`config.mk`:
```
export PLATFORM = sky130hd
export DESIGN_NAME = controle_principal_multiciclo_flat
export DESIGN_NICKNAME = d
export VERILOG_FILES = /design/src/rtl/controle_principal_multiciclo_if.sv /design/src/rtl/controle_principal_multiciclo.sv /design/src/flat_wrapper.sv
export SDC_FILE = /design/constraint.sdc
export NUM_CORES = 1
export LEC_CHECK = 0
export BUFFER_PORTS_ARGS = -buffer_cell sky130_fd_sc_hd__buf_4
export CORE_ASPECT_RATIO = 1.2
export CORE_MARGIN = 1.5
export CORE_UTILIZATION = 53
export DETAILED_ROUTE_END_ITERATION = 16
export HOLD_SLACK_MARGIN = 0.12
export PLACE_DENSITY = 0.86
export SYNTH_ARGS = -nofsm -noshare
export SYNTH_HDL_FRONTEND = slang
export SYNTH_SLANG_ARGS = --single-unit
```
`constraint.sdc`:
```
create_clock -name clk -period 2.24 [get_ports clk]
set_input_delay 0 -clock clk [delete_from_list [all_inputs] [get_ports clk]]
set_output_delay 0 -clock clk [all_outputs]
set_load 0.1 [all_outputs]
```
`src/rtl/controle_principal_multiciclo_if.sv`:
```
// Control bundle between the multicycle main controller and its datapath.
// master = controller side, slave = datapath side.
interface controle_principal_multiciclo_if #(
  parameter int CNT_W = 32
);
  logic [6:0]       opcode;
  logic [2:0]       funct3;
  logic             zero;
  logic             mem_ready;
  logic             pc_write;
  logic             adr_src;
  logic             mem_write;
  logic             ir_write;
  logic [1:0]       result_src;
  logic [1:0]       alu_src_a;
  logic [1:0]       alu_src_b;
  logic [1:0]       alu_op;
  logic             reg_write;
  logic [1:0]       imm_src;
  logic             illegal_instr;
  logic [CNT_W-1:0] retired;

  modport master (
    input  opcode, funct3, zero, mem_ready,
    output pc_write, adr_src, mem_write, ir_write, result_src, alu_src_a,
           alu_src_b, alu_op, reg_write, imm_src, illegal_instr, retired
  );

  modport slave (
    output opcode, funct3, zero, mem_ready,
    input  pc_write, adr_src, mem_write, ir_write, result_src, alu_src_a,
           alu_src_b, alu_op, reg_write, imm_src, illegal_instr, retired
  );
endinterface

```
`src/rtl/controle_principal_multiciclo.sv`:
```
// Multicycle main control FSM for the RV32 subset lh, sh, add/sub/or/srl, andi, beq.
//  state      | meaning
//  S_FETCH    | read instruction at PC, PC+4 into PC on mem_ready
//  S_DECODE   | read registers, branch target into ALUOut
//  S_MEMADR   | rs1 + imm address for lh/sh
//  S_MEMREAD  | load access, wait for mem_ready
//  S_MEMWB    | write load data to rd
//  S_MEMWRITE | store access, strobe held until mem_ready
//  S_EXEC_R   | R-type ALU op, funct decoded downstream
//  S_EXEC_I   | andi
//  S_ALUWB    | write ALUOut to rd
//  S_BEQ      | compare rs1/rs2, load branch target on zero
//  S_ILLEGAL  | unsupported instruction, parked until reset
module controle_principal_multiciclo #(
  parameter int CNT_W = 32
) (
  input  logic                           clk,
  input  logic                           reset,
  controle_principal_multiciclo_if.master bus
);

  localparam logic [6:0] OP_LOAD  = 7'b0000011;
  localparam logic [6:0] OP_STORE = 7'b0100011;
  localparam logic [6:0] OP_RTYPE = 7'b0110011;
  localparam logic [6:0] OP_IMM   = 7'b0010011;
  localparam logic [6:0] OP_BRNCH = 7'b1100011;

  typedef enum logic [3:0] {
    S_FETCH,
    S_DECODE,
    S_MEMADR,
    S_MEMREAD,
    S_MEMWB,
    S_MEMWRITE,
    S_EXEC_R,
    S_EXEC_I,
    S_ALUWB,
    S_BEQ,
    S_ILLEGAL
  } state_t;

  state_t           state;
  state_t           state_nxt;
  logic             retire;
  logic             illegal_q;
  logic [CNT_W-1:0] retired_q;

  always_ff @(posedge clk) begin
    if (reset) begin
      state <= S_FETCH;
    end else begin
      state <= state_nxt;
    end
  end

  always_comb begin
    state_nxt = S_FETCH;
    case (state)
      S_FETCH:    state_nxt = bus.mem_ready ? S_DECODE : S_FETCH;
      S_DECODE: begin
        state_nxt = S_ILLEGAL;
        case (bus.opcode)
          OP_LOAD:  if (bus.funct3 == 3'b001) state_nxt = S_MEMADR;
          OP_STORE: if (bus.funct3 == 3'b001) state_nxt = S_MEMADR;
          OP_RTYPE: state_nxt = S_EXEC_R;
          OP_IMM:   if (bus.funct3 == 3'b111) state_nxt = S_EXEC_I;
          OP_BRNCH: if (bus.funct3 == 3'b000) state_nxt = S_BEQ;
          default:  state_nxt = S_ILLEGAL;
        endcase
      end
      S_MEMADR: begin
        if (bus.opcode == OP_LOAD) begin
          state_nxt = S_MEMREAD;
        end else if (bus.opcode == OP_STORE) begin
          state_nxt = S_MEMWRITE;
        end else begin
          state_nxt = S_FETCH;
        end
      end
      S_MEMREAD:  state_nxt = bus.mem_ready ? S_MEMWB : S_MEMREAD;
      S_MEMWRITE: state_nxt = bus.mem_ready ? S_FETCH : S_MEMWRITE;
      S_EXEC_R:   state_nxt = S_ALUWB;
      S_EXEC_I:   state_nxt = S_ALUWB;
      S_MEMWB:    state_nxt = S_FETCH;
      S_ALUWB:    state_nxt = S_FETCH;
      S_BEQ:      state_nxt = S_FETCH;
      S_ILLEGAL:  state_nxt = S_ILLEGAL;
      default:    state_nxt = S_FETCH;
    endcase
  end

  // Moore outputs are forced low during reset so an aborted access never strobes.
  always_comb begin
    bus.pc_write   = 1'b0;
    bus.adr_src    = 1'b0;
    bus.mem_write  = 1'b0;
    bus.ir_write   = 1'b0;
    bus.result_src = 2'b00;
    bus.alu_src_a  = 2'b00;
    bus.alu_src_b  = 2'b00;
    bus.alu_op     = 2'b00;
    bus.reg_write  = 1'b0;
    if (!reset) begin
      case (state)
        S_FETCH: begin
          bus.alu_src_b  = 2'b10;
          bus.result_src = 2'b10;
          bus.ir_write   = bus.mem_ready;
          bus.pc_write   = bus.mem_ready;
        end
        S_DECODE: begin
          bus.alu_src_a = 2'b01;
          bus.alu_src_b = 2'b01;
        end
        S_MEMADR: begin
          bus.alu_src_a = 2'b10;
          bus.alu_src_b = 2'b01;
        end
        S_MEMREAD: begin
          bus.adr_src = 1'b1;
        end
        S_MEMWB: begin
          bus.result_src = 2'b01;
          bus.reg_write  = 1'b1;
        end
        S_MEMWRITE: begin
          bus.adr_src   = 1'b1;
          bus.mem_write = 1'b1;
        end
        S_EXEC_R: begin
          bus.alu_src_a = 2'b10;
          bus.alu_op    = 2'b10;
        end
        S_EXEC_I: begin
          bus.alu_src_a = 2'b10;
          bus.alu_src_b = 2'b01;
          bus.alu_op    = 2'b11;
        end
        S_ALUWB: begin
          bus.reg_write = 1'b1;
        end
        S_BEQ: begin
          bus.alu_src_a = 2'b10;
          bus.alu_op    = 2'b01;
          bus.pc_write  = bus.zero;
        end
        default: ;
      endcase
    end
  end

  always_comb begin
    case (bus.opcode)
      OP_STORE: bus.imm_src = 2'b01;
      OP_BRNCH: bus.imm_src = 2'b10;
      default:  bus.imm_src = 2'b00;
    endcase
  end

  always_comb begin
    retire = 1'b0;
    if (state == S_MEMWB || state == S_ALUWB || state == S_BEQ) begin
      retire = 1'b1;
    end else if (state == S_MEMWRITE && bus.mem_ready) begin
      retire = 1'b1;
    end
  end

  always_ff @(posedge clk) begin
    if (reset) begin
      retired_q <= '0;
      illegal_q <= 1'b0;
    end else begin
      if (retire) begin
        retired_q <= retired_q + CNT_W'(1);
      end
      if (state == S_DECODE && state_nxt == S_ILLEGAL) begin
        illegal_q <= 1'b1;
      end
    end
  end

  assign bus.retired       = retired_q;
  assign bus.illegal_instr = illegal_q;

endmodule

```
`src/flat_wrapper.sv`:
```
// flat-port wrapper written by rule: the top's interface ports become plain ports
module controle_principal_multiciclo_flat 
#(
  parameter int CNT_W = 32
)
  (clk, reset, bus_opcode, bus_funct3, bus_zero, bus_mem_ready, bus_pc_write, bus_adr_src, bus_mem_write, bus_ir_write, bus_result_src, bus_alu_src_a, bus_alu_src_b, bus_alu_op, bus_reg_write, bus_imm_src, bus_illegal_instr, bus_retired);
  controle_principal_multiciclo_if #(.CNT_W(CNT_W)) bus_i ();
  input  logic clk;
  input  logic reset;
  input wire logic [$bits(bus_i.opcode)-1:0] bus_opcode;
  input wire logic [$bits(bus_i.funct3)-1:0] bus_funct3;
  input wire logic [$bits(bus_i.zero)-1:0] bus_zero;
  input wire logic [$bits(bus_i.mem_ready)-1:0] bus_mem_ready;
  output wire logic [$bits(bus_i.pc_write)-1:0] bus_pc_write;
  output wire logic [$bits(bus_i.adr_src)-1:0] bus_adr_src;
  output wire logic [$bits(bus_i.mem_write)-1:0] bus_mem_write;
  output wire logic [$bits(bus_i.ir_write)-1:0] bus_ir_write;
  output wire logic [$bits(bus_i.result_src)-1:0] bus_result_src;
  output wire logic [$bits(bus_i.alu_src_a)-1:0] bus_alu_src_a;
  output wire logic [$bits(bus_i.alu_src_b)-1:0] bus_alu_src_b;
  output wire logic [$bits(bus_i.alu_op)-1:0] bus_alu_op;
  output wire logic [$bits(bus_i.reg_write)-1:0] bus_reg_write;
  output wire logic [$bits(bus_i.imm_src)-1:0] bus_imm_src;
  output wire logic [$bits(bus_i.illegal_instr)-1:0] bus_illegal_instr;
  output wire logic [$bits(bus_i.retired)-1:0] bus_retired;
  assign bus_i.opcode = bus_opcode;
  assign bus_i.funct3 = bus_funct3;
  assign bus_i.zero = bus_zero;
  assign bus_i.mem_ready = bus_mem_ready;
  assign bus_pc_write = bus_i.pc_write;
  assign bus_adr_src = bus_i.adr_src;
  assign bus_mem_write = bus_i.mem_write;
  assign bus_ir_write = bus_i.ir_write;
  assign bus_result_src = bus_i.result_src;
  assign bus_alu_src_a = bus_i.alu_src_a;
  assign bus_alu_src_b = bus_i.alu_src_b;
  assign bus_alu_op = bus_i.alu_op;
  assign bus_reg_write = bus_i.reg_write;
  assign bus_imm_src = bus_i.imm_src;
  assign bus_illegal_instr = bus_i.illegal_instr;
  assign bus_retired = bus_i.retired;
  controle_principal_multiciclo #(.CNT_W(CNT_W)) u_core (.clk(clk), .reset(reset), .bus(bus_i));
endmodule
```
Word-level counts from Yosys, hierarchy flattened
Index checks and enable logic that the tools add are counted.
- equality and inequality tests: 18
- reduce and logical (&&, ||, !) cells: 12
- muxes and demuxes: 31
- $add $sub $neg: 1
- operators with widths (operator ; number):
    $add A32 B1 Y32 const B ; 1
    $pmux W4 S7 ; 1
    $eq A4 B3 Y1 const B ; 4
    $eq A4 B4 Y1 const B ; 4
    $pmux W2 S2 ; 4
    $pmux W4 S4 ; 1
    $eq A7 B6 Y1 const B ; 2
    $mux W1 ; 12
    $mux W4 ; 3
    $mux W2 ; 5
    $mux W3 ; 3
    $eq A4 B2 Y1 const B ; 2
    $reduce_or A2 Y1 ; 4
    $eq A7 B2 Y1 const B ; 1
    $eq A7 B5 Y1 const B ; 1
    $eq A7 B7 Y1 const B ; 1
    $pmux W2 S3 ; 1
    $eq A4 B1 Y1 const B ; 1
    $logic_not A4 Y1 ; 1
    $reduce_or A4 Y1 ; 1
    $eq A3 B1 Y1 const B ; 1
    $eq A3 B3 Y1 const B ; 1
    $logic_not A3 Y1 ; 1
    $reduce_or A3 Y1 ; 1
    3 further kinds ; 5
- logic and storage cells: 65
- input bits: 14
- register bits after elaboration: 37

Logic depth before layout (Yosys ltp)
Gate-level depths: netlist of the first run.
- word-level depth: 6
- depth in mapped cells: 7

Least setup slack after synthesis of the first run
Ideal clock, no wire load.
- path type: reg2out
- start: register u_core.state[2]
- end: output bus_mem_write
- data arrival time: 3.872 ns
- required time: 2.240 ns
- cell stages (with the launch flop): 4
- setup slack: -1.632 ns
- cell sequence: dfxtp_1 buf_2 clkbuf_1 nor4b_1
- word-level cells in the longest chain between the ends: 3
- ends and longest elaborated chain (element ; RTL line ; source):
    start, declared ; controle_principal_multiciclo.sv:42 ; state_t state;
    start signal, assigned ; controle_principal_multiciclo.sv:52 ; state <= state_nxt;
    $eq A4 B3 Y1 ; controle_principal_multiciclo.sv:104 ; case (state)
    $mux W1 ; controle_principal_multiciclo.sv:104 ;
    $mux W1 ; controle_principal_multiciclo.sv:103 ; if (!reset) begin
    end, declared ; flat_wrapper.sv:16 ; output wire logic [$bits(bus_i.mem_write)-1:0] bus_mem_write;
Every way passes these cells.

Final worst setup path of the first run
- start: register u_core.retired_q[4] (netlist: u_core.bus.retired[4])
- end: register u_core.retired_q[19] (netlist: u_core.bus.retired[19])
- word-level cells in the longest chain between the ends: 1
- ends and longest elaborated chain (element ; RTL line ; source):
    start, declared ; controle_principal_multiciclo.sv:46 ; logic [CNT_W-1:0] retired_q;
    start signal, assigned ; controle_principal_multiciclo.sv:175 ; retired_q <= retired_q + CNT_W'(1);
    $add A32 B1 Y32 ; controle_principal_multiciclo.sv:175 ;
Every way passes these cells.
A chain may end at the register's enable or synchronous reset.

==> results of run 1 <==
-- power groups by stage --
| stage | Clock (mW) | Sequential [mW] | Combinational, mW |
|---|---|---|---|
| floorplan | 0 | 0.687 | 0.194 |
| global placement | 0 | 0.674 | 0.271 |
| detailed placement | 0 | 0.674 | 0.275 |
| CTS | 0.576 | 0.659 | 0.284 |
| global route | 0.616 | 0.660 | 0.303 |
| finish | 0.563 | 0.659 | 0.286 |
-- path summary, 6_finish.rpt --
check,cells past startpoint,slack (ns),endpoint,from
min reg2reg,2,0.47,u_core.bus.illegal_instr,u_core.bus.illegal_instr
max reg2reg,5,0.18,u_core.bus.retired[19],u_core.bus.retired[4]
min,3,0.13,u_core.state[0],bus_opcode[1]
max,5,0.18,u_core.bus.retired[19],u_core.bus.retired[4]
-- flip-flops by register name, indices dropped and copies added, names as in the netlist --
register and count:
u_core.bus.retired 32, u_core.bus.illegal_instr 1, u_core.state 4
-- cells by family after synthesis --
kind of cell / synth area share, %
buffers and inverters: 5.49
xor gates and xnor gates: 0.359
AOI/OAI and AO/OA: 12.1
DFF: 30.4
adders and majority gates: 0.513
muxes: 9.24
and+or+nand+nor: 42.0
-- area by class of cell --
class	count	share of cell area (%)
clock buffers	8	3.46
flip-flops and latches	37	24.7
well taps	56	2.18
multi-input cells	226	50.7
inverters	6	0.699
repair buffers	75	18.3
-- cell usage in the layout (no fill, tap or decap), types with 3 or more instances in the layout --
| cell type | instances |
|---|---|
| sky130_fd_sc_hd__buf_4 | 68 |
| sky130_fd_sc_hd__o21ai_0 | 10 |
| sky130_fd_sc_hd__clkbuf_8 | 6 |
| sky130_fd_sc_hd__nand2b_1 | 9 |
| sky130_fd_sc_hd__or3_1 | 3 |
| sky130_fd_sc_hd__nor2_1 | 24 |
| sky130_fd_sc_hd__nand4_1 | 9 |
| sky130_fd_sc_hd__nand3_1 | 11 |
| sky130_fd_sc_hd__dfxtp_2 | 16 |
| sky130_fd_sc_hd__nor2b_1 | 26 |
| sky130_fd_sc_hd__nor3b_1 | 4 |
| sky130_fd_sc_hd__nor4_1 | 12 |
| sky130_fd_sc_hd__nor4b_1 | 4 |
| sky130_fd_sc_hd__o31ai_1 | 12 |
| sky130_fd_sc_hd__nand2_1 | 8 |
| sky130_fd_sc_hd__or4_1 | 10 |
| sky130_fd_sc_hd__dfxtp_1 | 12 |
| sky130_fd_sc_hd__nor3_2 | 4 |
| sky130_fd_sc_hd__inv_1 | 6 |
| sky130_fd_sc_hd__dlygate4sd3_1 | 6 |
| sky130_fd_sc_hd__and4_1 | 6 |
| sky130_fd_sc_hd__mux2_1 | 3 |
| sky130_fd_sc_hd__dfxtp_4 | 9 |
| sky130_fd_sc_hd__a21oi_1 | 17 |
| sky130_fd_sc_hd__nor4_2 | 8 |
| sky130_fd_sc_hd__mux2_2 | 17 |
-- what timing repair did --
| action | in CTS | in global routing |
|---|---|---|
| hold buffers | 6 | 0 |
| endpoints found under the hold margin | 2 | 0 |
| setup buffers | 0 | 0 |
| setup endpoints to repair | 0 | 0 |
-- worst reg2reg max path: stages (launching register included) --
cell	delay, ns
sky130_fd_sc_hd__dfxtp_4	0.38
sky130_fd_sc_hd__nand4_1	0.15
sky130_fd_sc_hd__or4_1	0.54
sky130_fd_sc_hd__buf_4	0.22
sky130_fd_sc_hd__nor4b_1	0.29
sky130_fd_sc_hd__mux2_2	0.37
-- metrics by stage --
| stage | power, mW | cell area (µm²) | cells |
|---|---|---|---|
| 2_1_floorplan | 0.881 | 2550 | 294 |
| 3_3_place_gp | 0.945 | 3050 | 394 |
| 3_5_place_dp | 0.949 | 3050 | 394 |
| 4_1_cts | 1.52 | 3220 | 408 |
| 5_1_grt | 1.58 | 3220 | 408 |
| 6_report | 1.51 | 3220 | 408 |
-- per-layer routing --
layer / share of wire, % / vias up / wire [µm]
met2: 51 / 63 / 2960
met1: 42 / 1129 / 2440
met3: 4.8 / 10 / 278
met4: 2.2 / 0 / 130
met5: 0 / - / 0
li1: - / 1216 / -
==> flow_summary.json, run 1 <==
{
  "run_status": "finished, final reports clean",
  "max-cap-violations": 0,
  "number_of_antenna_violations_at_the_first_check_in_global_routing": 0,
  "fp-row-count": 26,
  "postSynthAreaPerCell_um2": 8.29,
  "crit_path_cell_trace": "nand4_1 > or4_1 > buf_4 > nor4b_1 > mux2_2",
  "skew_ns": 0.00838,
  "vdd_ir_drop_max_v": 0.000268,
  "synthesis.nets": 309,
  "grt_remaining_overflow": 0,
  "grt_first_pass_wirelength_um": 9890,
  "top_level_ports": 62,
  "grt.met3_usage_pct": 5.28,
  "cts_htree_levels": 2,
  "clockRootBuffer": "sky130_fd_sc_hd__clkbuf_8",
  "finalNetCount": 366,
  "number_of_global_route_vias_before_repair": 2225,
  "maxClockFrequency_mhz": 486,
  "synth_top_cells_by_count": "sky130_fd_sc_hd__dfxtp_1 (37), sky130_fd_sc_hd__nor2b_1 (26), sky130_fd_sc_hd__nor2_1 (24)",
  "yosys_warnings": 0,
  "synth-async-reset-ratio_pct": 0,
  "via_per_inst": 5.93,
  "cts_tree": "built",
  "setup_total_negative_slack_ns": 0,
  "drt-pass1-iter-count": 4,
  "global_route.usage.met2_pct": 44.1,
  "area.sequential_um2": 795,
  "finalHoldWorstSlack_ns": 0.127,
  "synthMostInstantiatedCell": "sky130_fd_sc_hd__dfxtp_1",
  "maximum_number_of_pins_on_one_net_before_global_route_repair": 67,
  "synth.ff_latch_count": 37,
  "first_iter_violations": 115,
  "multiInputGateArea_mm2": 0.00163,
  "capturing_element_type_of_the_critical_path": "flip-flop",
  "diodes": 0,
  "path_buf_inv": 1,
  "io_buffers": 61,
  "worst_ep_arrival_time_ns": 2.25,
  "timing.setup.critical_path_class": "flip-flop to flip-flop",
  "p_switching_mw": 0.453,
  "layout.core_utilization_pct": 74.4,
  "synth-edff-count": 0,
  "clk_latency_ns": 0.30,
  "gr-usage-all-layers_pct": 24.5,
  "sequentialPowerShare_pct": 43.7,
  "fin_ws_ns": 0.181,
  "comb_power_share_pct": 18.9,
  "timing.critical_path.slowest_stage_cell": "sky130_fd_sc_hd__or4_1",
  "die_area_mm2": 0.00502,
  "finalMaxSlewViolations": 0,
  "final_min_period_over_clock_period_pct": 91.9,
  "post-synth-top-area-fraction_pct": 30.4,
  "net_switching_share_of_the_total_power_pct": 30.0,
  "netlist-cell-type-count": 45,
  "syn-cell-area_mm2": 0.00244,
  "top_usage_layer_grt": "met2",
  "postSynthCellCount": 294,
  "cellLeakagePower_nw": 1.22,
  "cts.path.max_buffers": 2,
  "yosysSeqAreaShare_pct": 30.4,
  "share_clk_of_total_power_pct": 37.3,
  "finalWeightedCongestion": 0.874,
  "grt_util_met1_pct": 27.3,
  "p_int_mw": 1.05,
  "worst_slew_margin_rel_pct": 54.4,
  "worst-endpoint-required_ns": 2.43,
  "postRouteWirelength_um": 5810,
  "post_synth_main_area_contributors": "sky130_fd_sc_hd__dfxtp_1 (30%), sky130_fd_sc_hd__mux2_2 (7.9%), sky130_fd_sc_hd__nor2b_1 (6.7%)",
  "synth_largest_area_cell": "sky130_fd_sc_hd__dfxtp_1",
  "dpl_worst_slack_ns": 0.169,
  "initial_core_utilization_pct": 56.4,
  "core_area_mm2": 0.00433,
  "hold_path.class": "primary input to flip-flop",
  "setup_viol": 0,
  "dp_hpwl_um": 3890,
  "crit_path_launch_type": "flip-flop",
  "critPathMaxFanout": 15,
  "n_fill_cell": 336,
  "drt-wirelength-per-cell_um": 14.2,
  "cp_top_family": "simple AND/OR/NAND/NOR gates",
  "grt_setup_unrepaired": "no",
  "die_w_um": 64.9,
  "powerDensity_mw_per_mm2": 468,
  "period_needed_ns": 2.06,
  "clock-sinks": 37,
  "critical-path-max-stage-delay_ns": 0.54,
  "worst_slew_pin_slew_ns": 0.684,
  "cts-buffers-inserted": 5,
  "synth-main-ff-cell": "sky130_fd_sc_hd__dfxtp_1",
  "final_layout_size_suffix_gt1_share_pct": 40.3,
  "area_growth_pct": 32.1,
  "dr_total_vias": 2418,
  "post_cts_resize_count": 0,
  "clk_pin_slew_worst_paths_ns": 0.08,
  "drcViolationCount": 0,
  "ant_nets": 0,
  "die_height_um": 77.3,
  "hold_viol": 0
}
Power figures use the tool's default switching activity.
==> inputs of run 2 (changes only) <==
--- a/config.mk
+++ b/config.mk
@@ -8,10 +8,10 @@
 export BUFFER_PORTS_ARGS = -buffer_cell sky130_fd_sc_hd__buf_4
 export CORE_ASPECT_RATIO = 1.2
 export CORE_MARGIN = 1.5
-export CORE_UTILIZATION = 53
+export CORE_UTILIZATION = 50
 export DETAILED_ROUTE_END_ITERATION = 16
 export HOLD_SLACK_MARGIN = 0.12
-export PLACE_DENSITY = 0.86
+export PLACE_DENSITY = 0.82
 export SYNTH_ARGS = -nofsm -noshare
 export SYNTH_HDL_FRONTEND = slang
 export SYNTH_SLANG_ARGS = --single-unit
==> flow_summary.json, run 2 (synthesis results as in run 1) <==
{
  "run_status": "finished, final reports clean",
  "number_of_antenna_violations_at_the_first_check_in_global_routing": 0,
  "clk_latency_ns": 0.29,
  "maximum_number_of_pins_on_one_net_before_global_route_repair": 67,
  "setup_viol": 0,
  "gr-usage-all-layers_pct": 22.9,
  "skew_ns": 0.0101,
  "final_min_period_over_clock_period_pct": 92.8,
  "finalWeightedCongestion": 0.908,
  "cellLeakagePower_nw": 1.18,
  "global_route.usage.met2_pct": 42.1,
  "timing.setup.critical_path_class": "flip-flop to flip-flop",
  "critPathMaxFanout": 15,
  "maxClockFrequency_mhz": 481,
  "post_route_insts_no_fill": 405,
  "drt-wirelength-per-cell_um": 14.5,
  "post_cts_resize_count": 0,
  "worst-r2r-cell-count": 5,
  "io_buffers": 61,
  "clock-sinks": 37,
  "crit_path_launch_type": "flip-flop",
  "cts.path.max_buffers": 2,
  "layout.cells.most_common": "sky130_fd_sc_hd__buf_4",
  "vdd_ir_drop_max_v": 0.000319,
  "via_per_inst": 5.91,
  "clk_pin_slew_worst_paths_ns": 0.08,
  "grt_util_met1_pct": 25.6,
  "cts.repair_timing.setup_buffer_count": 0,
  "postRouteWirelength_um": 5850,
  "cp-endpoint": "u_core.bus.retired[19]",
  "finalNetCount": 361,
  "fp-row-count": 27,
  "finalMaxSlewViolations": 0,
  "initial_core_utilization_pct": 52.7,
  "finish.instance_area_mm2": 0.00314,
  "net_switching_share_of_the_total_power_pct": 30.5,
  "layout.core_utilization_pct": 67.9,
  "cts_tree": "built",
  "power_mw": 1.41,
  "capturing_element_type_of_the_critical_path": "flip-flop",
  "sequentialPowerShare_pct": 46.6,
  "final_layout_size_suffix_gt1_share_pct": 40.3,
  "grt.met3_usage_pct": 4.09,
  "top_level_ports": 62,
  "largest_reg_flops": 32,
  "grt_setup_unrepaired": "no",
  "cts-buffers-inserted": 5,
  "area_growth_pct": 28.8,
  "die_area_mm2": 0.00531,
  "regToRegStartpoint": "u_core.bus.retired[4]",
  "worst-endpoint-required_ns": 2.42,
  "dp_hpwl_um": 4130,
  "p_int_mw": 0.979,
  "drt-pass1-iter-count": 4,
  "first_iter_violations": 215,
  "placed_cell_area_mm2": 0.00303,
  "die_height_um": 79.5,
  "grt_first_pass_wirelength_um": 9640,
  "commonest_cells_after_routing_fill_and_taps_aside": "sky130_fd_sc_hd__buf_4 (68), sky130_fd_sc_hd__nor2b_1 (26), sky130_fd_sc_hd__nor2_1 (24)",
  "powerDensity_mw_per_mm2": 448,
  "top_usage_layer_grt": "met2",
  "period_needed_ns": 2.08,
  "hold_viol": 0,
  "cts_htree_levels": 2,
  "cts-hold-fix-buffers": 2,
  "core_area_mm2": 0.00463,
  "worst_slew_margin_rel_pct": 24.3,
  "clockRootBuffer": "sky130_fd_sc_hd__clkbuf_8",
  "ant_nets": 0,
  "worst_ep_arrival_time_ns": 2.26,
  "timing.reg2reg.setup_slack_ns": 0.16,
  "diodes": 0,
  "regToRegEndpoint": "u_core.bus.retired[19]",
  "setup_total_negative_slack_ns": 0,
  "hold_path.class": "primary input to flip-flop",
  "crit_path_start": "u_core.bus.retired[4]",
  "share_clk_of_total_power_pct": 33.9,
  "grt_remaining_overflow": 0,
  "comb_power_share_pct": 19.5,
  "max-cap-violations": 0,
  "number_of_global_route_vias_before_repair": 2094,
  "dr_total_vias": 2395,
  "drcViolationCount": 0,
  "p_switching_mw": 0.430,
  "post-place-cells": 395,
  "die_w_um": 66.8,
  "worst_slew_pin_slew_ns": 1.13
}
## run 2: cell types whose count changed in the layout (fill, tap and decap cells not counted)
cell | previous run | this run
sky130_fd_sc_hd__clkbuf_1 | 1 | 2
sky130_fd_sc_hd__clkbuf_16 | 1 | 0
sky130_fd_sc_hd__buf_12 | 1 | 0
sky130_fd_sc_hd__dlygate4sd3_1 | 6 | 2
## run 2: layer usage
layer | vias up | routed length (µm)
met3 | 9 | 237
met2 | 65 | 3170
li1 | 1199 | -
met1 | 1122 | 2320
met4 | 0 | 125
met5 | - | 0
## run 2: worst max-delay path, cell delays in order (launching register included)
cell and delay (ns):
sky130_fd_sc_hd__dfxtp_4 0.37, sky130_fd_sc_hd__nand4_1 0.15, sky130_fd_sc_hd__or4_1 0.54, sky130_fd_sc_hd__buf_4 0.22, sky130_fd_sc_hd__nor4b_1 0.31, sky130_fd_sc_hd__mux2_2 0.37
## run 2: cell type report
cell class / count / area, µm²
Timing Repair Buffer: 70 / 531
Clock buffer: 8 / 90.1
Fill cell: 411 / 1490
Inverter: 6 / 22.5
Tap cell: 58 / 72.6
Multi-Input combinational cell: 226 / 1630
Sequential cell: 37 / 795
## run 2: how the worst min path moves through the flow
stage	start	endpoint	slack, ns	depth (start not counted)
after detailed placement	bus_opcode[6]	bus_imm_src[0]	0.40	3
after floorplan	bus_opcode[6]	bus_imm_src[0]	0.18	1
after global routing	bus_opcode[3]	u_core.state[0]	0.17	3
after CTS	bus_opcode[3]	u_core.state[0]	0.13	3
final	bus_opcode[3]	u_core.state[0]	0.13	3
after global placement	bus_opcode[6]	bus_imm_src[0]	0.40	3
## run 2: through the flow
| step | setup WS, ns | hold slack, ns |
|---|---|---|
| after floorplan | -0.370 | 0.184 |
| after global placement | 0.223 | 0.397 |
| after detailed placement | 0.174 | 0.402 |
| after CTS | 0.160 | 0.127 |
| after global routing | 0.0163 | 0.166 |
| final | 0.162 | 0.132 |
## run 2: power by group through the flow
stage | clock network, mW | registers [mW] | logic [mW]
after floorplan | 0 | 0.687 | 0.194
after global placement | 0 | 0.672 | 0.270
after detailed placement | 0 | 0.672 | 0.274
after CTS | 0.495 | 0.656 | 0.275
after global routing | 0.527 | 0.657 | 0.294
final | 0.477 | 0.657 | 0.275
==> inputs of run 3 (changes only) <==
--- a/config.mk
+++ b/config.mk
@@ -8,10 +8,10 @@
 export BUFFER_PORTS_ARGS = -buffer_cell sky130_fd_sc_hd__buf_4
 export CORE_ASPECT_RATIO = 1.2
 export CORE_MARGIN = 1.5
-export CORE_UTILIZATION = 50
+export CORE_UTILIZATION = 35
 export DETAILED_ROUTE_END_ITERATION = 16
 export HOLD_SLACK_MARGIN = 0.12
-export PLACE_DENSITY = 0.82
+export PLACE_DENSITY = 0.63
 export SYNTH_ARGS = -nofsm -noshare
 export SYNTH_HDL_FRONTEND = slang
 export SYNTH_SLANG_ARGS = --single-unit
==> constraint.sdc (replaced) <==
create_clock -name clk -period 2.24 [get_ports clk]
set_input_delay 0.112 -clock clk [delete_from_list [all_inputs] [get_ports clk]]
set_output_delay 0.112 -clock clk [all_outputs]
set_load 0.1 [all_outputs]
==> flow_summary.json, run 3 (synthesis results as in run 1) <==
{
  "fp-row-count": 33,
  "cellLeakagePower_nw": 1.21,
  "cp_top_family": "simple AND/OR/NAND/NOR gates",
  "io_buffers": 61,
  "die_w_um": 79.2,
  "maxClockFrequency_mhz": 480,
  "setup_viol": 0,
  "layout.cells.most_common": "sky130_fd_sc_hd__buf_4",
  "number_of_antenna_violations_at_the_first_check_in_global_routing": 0,
  "diodes": 0,
  "area.sequential_um2": 796,
  "timing.critical_path.slowest_stage_cell": "sky130_fd_sc_hd__or4b_2",
  "clk_latency_ns": 0.29,
  "postRouteWirelength_um": 6150,
  "cts_tree": "built",
  "worst_slew_margin_rel_pct": 37.0,
  "grt_setup_unrepaired": "no",
  "via_per_inst": 5.47,
  "clockRootBuffer": "sky130_fd_sc_hd__clkbuf_8",
  "critical-path-max-stage-delay_ns": 0.68,
  "drt-pass1-iter-count": 5,
  "powerDensity_mw_per_mm2": 453,
  "ant_nets": 0,
  "gr-usage-all-layers_pct": 17.4,
  "worst_ep_arrival_time_ns": 1.97,
  "crit_path_launch_type": "flip-flop",
  "core_area_mm2": 0.00677,
  "capturing_element_type_of_the_critical_path": "primary output",
  "hold_viol": 0,
  "critPathMaxFanout": 12,
  "number_of_global_route_vias_before_repair": 2217,
  "drcViolationCount": 0,
  "layout.core_utilization_pct": 47.7,
  "worst_slew_pin_slew_ns": 0.943,
  "crit_path_cell_trace": "buf_4 > or4b_2 > nor3_4 > buf_4",
  "n_fill_cell": 674,
  "area_growth_pct": 32.6,
  "cts-hold-fix-buffers": 0,
  "run_status": "finished, final reports clean",
  "dr_total_vias": 2387,
  "multiInputGateArea_mm2": 0.00166,
  "hold_path.class": "primary input to flip-flop",
  "first_iter_violations": 96,
  "skew_ns": 0.00713,
  "period_needed_ns": 2.08,
  "dp_hpwl_um": 4390,
  "finalWeightedCongestion": 0.861,
  "die_height_um": 94.4,
  "final_layout_size_suffix_gt1_share_pct": 42.7,
  "path_buf_inv": 2,
  "timing.setup.critical_path_class": "flip-flop to primary output",
  "post-place-cells": 428,
  "crit_path_frequent_cell": "sky130_fd_sc_hd__buf_4",
  "vdd_ir_drop_max_v": 0.000287,
  "cts_htree_levels": 2,
  "finalMaxSlewViolations": 0,
  "top_level_ports": 62,
  "finalNetCount": 363,
  "initial_core_utilization_pct": 36.0,
  "maximum_number_of_pins_on_one_net_before_global_route_repair": 43,
  "max-cap-violations": 0,
  "grt_first_pass_wirelength_um": 10600,
  "worst-endpoint-required_ns": 2.13,
  "drt-wirelength-per-cell_um": 14.1,
  "clk_pin_slew_worst_paths_ns": 0.08,
  "clock-sinks": 37,
  "die_area_mm2": 0.00748,
  "largest_reg_flops": 32,
  "commonest_cells_after_routing_fill_and_taps_aside": "sky130_fd_sc_hd__buf_4 (72), sky130_fd_sc_hd__nor2b_1 (25), sky130_fd_sc_hd__nor2_1 (23)",
  "cts.path.max_buffers": 2,
  "grt_remaining_overflow": 0,
  "post_route_insts_no_fill": 436,
  "final_min_period_over_clock_period_pct": 93.0,
  "cts-buffers-inserted": 5
}
-- run 3: per-stage QoR --
stage | setup TNS [ns] | hold WS (ns) | worst slack (ns) | cell area [µm²] | power [mW]
global placement | 0 | 0.451 | 0.247 | 3130 | 0.957
global route | 0 | 0.210 | 0.0688 | 3230 | 1.54
finish | 0 | 0.183 | 0.156 | 3230 | 1.46
floorplan | -0.462 | 0.321 | -0.462 | 2590 | 0.893
CTS | 0 | 0.172 | 0.131 | 3230 | 1.48
detailed placement | 0 | 0.455 | 0.196 | 3130 | 0.960
-- run 3: worst register-to-register path: stages, from the launching register on --
cell and delay, ns:
sky130_fd_sc_hd__dfxtp_4 0.38, sky130_fd_sc_hd__nand4_1 0.12, sky130_fd_sc_hd__or4_1 0.53, sky130_fd_sc_hd__buf_4 0.22
sky130_fd_sc_hd__nor4_1 0.32, sky130_fd_sc_hd__mux2_2 0.37
-- run 3: area by class of cell --
type                       instances  share of cell area [%]
clock buffer                       7                    2.98
timing repair buffer              72                    16.7
multi-input combinational        226                    51.5
tap                               87                    3.37
clock inverter                     1                   0.155
inverter                           6                   0.697
sequential                        37                    24.6
-- run 3: repair_timing --
action | 4_1_cts | 5_1_grt
setup buffers | 0 | 0
gates resized for setup | 0 | 1
endpoints found under the setup margin | 0 | 1
-- run 3: per-layer routing --
metal  part of all wire, %  vias up  global-route usage [%]
li1                      -     1206                       -
met1                    44     1112                    21.8
met2                    49       58                    29.3
met3                   4.4       11                    3.19
met4                   2.3        0                    6.87
met5                     0        -                       0
-- run 3: path summary, 6_finish.rpt --
| kind | cells past startpoint | slack, ns | start | end |
|---|---|---|---|---|
| worst min-delay path | 3 | 0.18 | bus_opcode[6] | u_core.state[2] |
| worst min register to register | 2 | 0.48 | u_core.bus.illegal_instr | u_core.bus.illegal_instr |
| worst max register to register | 5 | 0.20 | u_core.bus.retired[3] | u_core.bus.retired[25] |
| worst max-delay path | 4 | 0.16 | u_core.state[3] | bus_ir_write |
-- run 3: report_power, final --
group	switching (mW)	internal (mW)
Clock	0.242	0.278
Sequential	0.00710	0.652
Combinational	0.205	0.0793
Total	0.454	1.01
